--- config.mk ---
export PLATFORM = sky130hd
export DESIGN_NAME = cpu_mem_responder
export DESIGN_NICKNAME = d
export VERILOG_FILES = /design/src/rtl/cpu_mem_responder.sv
export SDC_FILE = /design/constraint.sdc
export NUM_CORES = 2
export LEC_CHECK = 0
export ABC_AREA = 1
export BUFFER_PORTS_ARGS = -buffer_cell sky130_fd_sc_hd__buf_2
export CELL_PAD_IN_SITES_DETAIL_PLACEMENT = 0
export CELL_PAD_IN_SITES_GLOBAL_PLACEMENT = 1
export CORE_MARGIN = 3
export CORE_UTILIZATION = 49
export CTS_CLUSTER_DIAMETER = 60
export CTS_CLUSTER_SIZE = 24
export DETAILED_ROUTE_END_ITERATION = 8
export MAX_ROUTING_LAYER = met4
export PLACE_DENSITY_LB_ADDON = 0.3
export SLEW_MARGIN = 30
export SYNTH_ARGS = -nofsm -noshare
export SYNTH_HDL_FRONTEND = slang
export SYNTH_SLANG_ARGS = --single-unit
--- constraint.sdc ---
create_clock -name clk -period 9.4 [get_ports clk]
set_clock_uncertainty 0.15 [all_clocks]
set_input_delay 0.94 -clock clk [delete_from_list [all_inputs] [get_ports clk]]
set_output_delay 0.94 -clock clk [all_outputs]
set_load 0.03 [all_outputs]
--- src/rtl/cpu_mem_responder.sv ---
// Memory-side responder for the accumulator CPU bus: RAM with registered reads plus a program loader.
// Optional CPU write protection of low addresses is enabled by defining MEM_WRITE_GUARD_EN.
module cpu_mem_responder #(
  parameter int unsigned       ADDR_W        = 8,
  parameter int unsigned       DATA_W        = 8,
  parameter bit                LOAD_ON_RESET = 1'b1,
  parameter logic [ADDR_W-1:0] GUARD_LIMIT   = 8'h80
) (
  input  logic              clk,
  input  logic              async_nreset,
  input  logic [ADDR_W-1:0] mem_addr_in,
  input  logic [DATA_W-1:0] mem_wdata_in,
  input  logic              mem_write_in,
  output logic [DATA_W-1:0] mem_rdata_out,
  input  logic              load_start,
  input  logic              load_valid,
  input  logic [DATA_W-1:0] load_data,
  input  logic              load_last,
  output logic              load_ready,
  output logic              load_err,
  output logic              cpu_run,
  output logic              guard_fault
);

  localparam int unsigned DEPTH = 2 ** ADDR_W;

`ifdef MEM_WRITE_GUARD_EN
  localparam bit GUARD_EN = 1'b1;
`else
  localparam bit GUARD_EN = 1'b0;
`endif

  typedef enum logic [1:0] {
    ST_IDLE = 2'd0,
    ST_LOAD = 2'd1,
    ST_RUN  = 2'd2
  } state_t;

  localparam state_t RESET_STATE = LOAD_ON_RESET ? ST_IDLE : ST_RUN;

  logic [DATA_W-1:0] r_mem [0:DEPTH-1];
  state_t            r_state;
  state_t            w_state_nxt;
  logic [ADDR_W-1:0] r_ptr;
  logic              r_load_err;
  logic              r_guard_fault;

  logic              w_load_acc;
  logic              w_ptr_at_end;
  logic              w_load_entry;
  logic              w_guard_hit;
  logic              w_cpu_we;
  logic              w_we;
  logic [ADDR_W-1:0] w_waddr;
  logic [DATA_W-1:0] w_wdata;

  assign w_load_acc   = (r_state == ST_LOAD) && load_valid;
  assign w_ptr_at_end = (r_ptr == {ADDR_W{1'b1}});
  assign w_load_entry = (r_state != ST_LOAD) && (w_state_nxt == ST_LOAD);
  assign w_guard_hit  = GUARD_EN && (r_state == ST_RUN) && mem_write_in &&
                        (mem_addr_in < GUARD_LIMIT);
  assign w_cpu_we     = (r_state == ST_RUN) && mem_write_in && !w_guard_hit;

  assign cpu_run     = (r_state == ST_RUN);
  assign load_ready  = (r_state == ST_LOAD);
  assign load_err    = r_load_err;
  assign guard_fault = r_guard_fault;

  // Single RAM write port shared by loader and CPU; they are never active together.
  always_comb begin
    w_we    = 1'b0;
    w_waddr = mem_addr_in;
    w_wdata = mem_wdata_in;
    if (w_load_acc) begin
      w_we    = 1'b1;
      w_waddr = r_ptr;
      w_wdata = load_data;
    end else if (w_cpu_we) begin
      w_we    = 1'b1;
    end else begin
      w_we    = 1'b0;
    end
  end

  always_comb begin
    w_state_nxt = r_state;
    case (r_state)
      ST_IDLE: begin
        if (load_start) w_state_nxt = ST_LOAD;
        else            w_state_nxt = ST_IDLE;
      end
      ST_LOAD: begin
        if (w_load_acc && (load_last || w_ptr_at_end)) w_state_nxt = ST_RUN;
        else                                           w_state_nxt = ST_LOAD;
      end
      ST_RUN: begin
        if (load_start) w_state_nxt = ST_LOAD;
        else            w_state_nxt = ST_RUN;
      end
      default: w_state_nxt = RESET_STATE;
    endcase
  end

  always_ff @(posedge clk or negedge async_nreset) begin
    if (!async_nreset) begin
      r_state <= RESET_STATE;
    end else begin
      r_state <= w_state_nxt;
    end
  end

  // RAM contents deliberately survive reset so a partially loaded image stays visible.
  always_ff @(posedge clk) begin
    if (w_we) begin
      r_mem[w_waddr] <= w_wdata;
    end
  end

  always_ff @(posedge clk or negedge async_nreset) begin
    if (!async_nreset) begin
      mem_rdata_out <= {DATA_W{1'b0}};
    end else if (w_we && (w_waddr == mem_addr_in)) begin
      mem_rdata_out <= w_wdata;
    end else begin
      mem_rdata_out <= r_mem[mem_addr_in];
    end
  end

  // Overrun without load_last ends the load but leaves a sticky error until the next load starts.
  always_ff @(posedge clk or negedge async_nreset) begin
    if (!async_nreset) begin
      r_ptr         <= {ADDR_W{1'b0}};
      r_load_err    <= 1'b0;
      r_guard_fault <= 1'b0;
    end else begin
      r_guard_fault <= w_guard_hit;
      if (w_load_entry) begin
        r_ptr      <= {ADDR_W{1'b0}};
        r_load_err <= 1'b0;
      end else if (w_load_acc) begin
        r_ptr <= r_ptr + {{(ADDR_W-1){1'b0}}, 1'b1};
        if (!load_last && w_ptr_at_end) r_load_err <= 1'b1;
      end
    end
  end

endmodule

==> flow_summary.ini <==
[floorplanning]
fp.coreArea_um2 = 170000
start_util_pct = 49.5
pin_count = 42
die_w_um = 421
die_h_um = 421
dieArea_um2 = 177000
rows = 151

[clock_network]
htree_levels = 4
clock_path_buffers = 3
cts_sinks = 2067
cts-root-buf = clkbuf_16
cts.clk_slew.worst_paths_ns = 0.09
clk_latency_ns = 0.80
post-cts-setup-buffer-count = 0
cts_buffers = 138
cts_tree = done

[setup_path]
start_kind = primary input
cp_common_cell = nand3_1
cp.arrival_ns = 4.71
cpMaxStageDelayCell = buf_4
cpPeakStageDelay_ns = 0.72
crit_type = primary input to register
crit_fanout = 209
critPathBufInv = 4
critPathCaptureType = register
worst_ep_required_time_ns = 10.00
crit_family = buffers and inverters
cp_cell_sequence = buf_8, inv_16, buf_4, buf_4, nand2_1, nand3_1, nand3_1, nand3_1, nand3_1, nand3_1, nand3_1, nand3_1, nand3_1, nand2_1

[finish]
final_cells = 9318
drive_gt1_share_pct = 6.12
final_cell_mix = 2139 x nand2_1, 2048 x edfxtp_1, 2029 x nand3_1
fin_nets = 6937
layout_commonest_cell = nand2_1
area_growth_pct = 7.89
design_area_um2 = 91000
final_util_pct = 53.4

[global_route]
grt_pass1_wl_um = 342000
overflow = 0
track_usage_pct = 26.9
grt_max_degree = 210
grt_pass1_vias = 51600
antenna_found_initial = 2

[synth]
synth-seq-cells = 2067
synth.distinct_cells = 36
synth-async-reset-ratio_pct = 0.919
post_synth.cell_area_avg_um2 = 11.8
synth-compound-area-share_pct = 0.275
synthXorXnorAreaFrac_pct = 0.0104
yosysSeqAreaShare_pct = 73.5
yosys.area_share.simple_pct = 23.3
ys.flop_type = edfxtp_1
synthMuxAreaShare_pct = 0
syn_area_um2 = 84300
synth-edff-count = 2048
synth_nets = 7174
synth_top_family_by_area = simple AND/OR/NAND/NOR gates
synth-warning-count = 0
synthAdderAreaFrac_pct = 0.0148
synthCells = 7143

[route]
wl_per_cell_um = 24.9
drc = 0
drtPass1Iterations = 6
dr_total_vias = 54400
drt_iter0_drc = 6894
postRouteAntennaNets = 0
viasPerCell = 5.83
wirelength_um = 232000

[power_and_ir_drop]
p_leak_nw = 31.0
vdd_ir_drop_max_v = 0.000199
p_per_area_nw_per_um2 = 217

[timing]
min_period_ns = 4.11
tightest_slew_ns = 1.35
setup-violations-final = 0
slew_headroom_pct = 10.3
hold_viol_final = 0
fin_tns_setup_ns = 0
drv_slew = 0
rsz0062_at_grt = no
post-route-period-util_pct = 43.7
max_freq_mhz = 243

[placed_design]
placed_cell_area_um2 = 86000
dp.cells = 9060
gp_congestion = 0.871
place_hpwl_um = 127000
portBuffers = 40

[min_path]
hold_path.class = primary input to register

[outcome]
status = finished, final reports clean

[run]
max-cap-violations = 0
[final cells by class]
type,count,area (um2)
diodes,1,2.50
clock buffers,154,3680
clock inverters,102,1200
fillers,14400,79300
inverters,51,225
multi-input cells,4538,20000
flip-flops and latches,2067,62000
well taps,2295,2870
repair buffers,110,993
[worst paths after layout]
check	cells past startpoint	start	endpoint	slack, ns
worst max register to register	11	r_state[1]	r_mem[233][2]	5.33
min in group asynchronous	2	async_nreset	load_err	0.54
worst min-delay path	2	load_start	r_state[1]	0.20
worst min register to register	1	load_err	load_err	0.35
max in group asynchronous	2	async_nreset	r_ptr[2]	8.10
worst max-delay path	14	mem_addr_in[0]	mem_rdata_out[0]	5.29
[state kept, by name (all words and copies together) (netlist names)]
register,count
r_mem,2048
mem_rdata_out,8
r_ptr,8
r_state,2
load_err,1
[cells by family (layout without fill, tap and decap cells)]
kind of cell,count (synthesis),after routing
AO/OA/AOI/OAI,29,29
XOR/XNOR,1,1
adder cells (fa/ha/maj),1,1
buffers and inverters,538,417
flip-flops,2067,2067
other,1,2
AND/OR/NAND/NOR,4506,4506
[metrics by stage]
stage	power (mW)	hold slack, ns	setup slack (ns)
after floorplan	12.4	0.364	3.86
after global placement	13.2	0.332	4.51
after detailed placement	13.3	0.337	4.55
after CTS	19.8	0.139	5.30
after global routing	20.3	0.191	5.04
final	19.7	0.198	5.29
[where the power goes]
| group | switching [mW] | internal (mW) |
|---|---|---|
| combinational | 1.87 | 0.341 |
| clock | 3.32 | 3.32 |
| sequential | 0.0287 | 10.8 |
[what timing repair did]
action                    CTS  global route
hold endpoints to repair   19             0
gates resized for setup     0             0
hold buffers                1             0
[metal layers]
metal  global-route usage (%)  routed length [um]
met1                     37.5               96800
met3                     4.23               18700
met4                     8.55                7810
met5                        -                   0
met2                     40.9              108000
[worst reg2reg max path: stages, from the launching register on]
cell and delay [ns]:
dfrtp_1 0.41, nor2_4 0.16, nand2_4 0.25, inv_2 0.39
nand2_1 0.22, o21ai_2 0.15, inv_2 0.05, nor2_1 0.11
inv_1 0.09, nor2_1 0.16, nand2_2 0.58, nor2_1 0.95
[synth_stat cells, types with 2 or more instances]
master     count  area [um2]
a21oi_4        4        65.1
buf_4          9        67.6
nor2_1       290        1090
o21ai_0       10        50.1
clkinv_1       3        11.3
o21ai_2        2        17.5
o2111ai_1      3        26.3
dfrtp_1       19         475
buf_6          3        33.8
clkbuf_1     114         428
edfxtp_1    2048       61500
nor3_1         3        15.0
nor2_2         3        18.8
nand3_1     2029       10200
buf_1         53         199
nand2_1     2154        8090
a21oi_1        5        25.0
nor2_4         7        78.8
buf_2        308        1540
inv_1         36         135
nand2_2       11        68.8
nand2_4        5        56.3
inv_2         11        41.3
(Power assumes the default switching activity.)
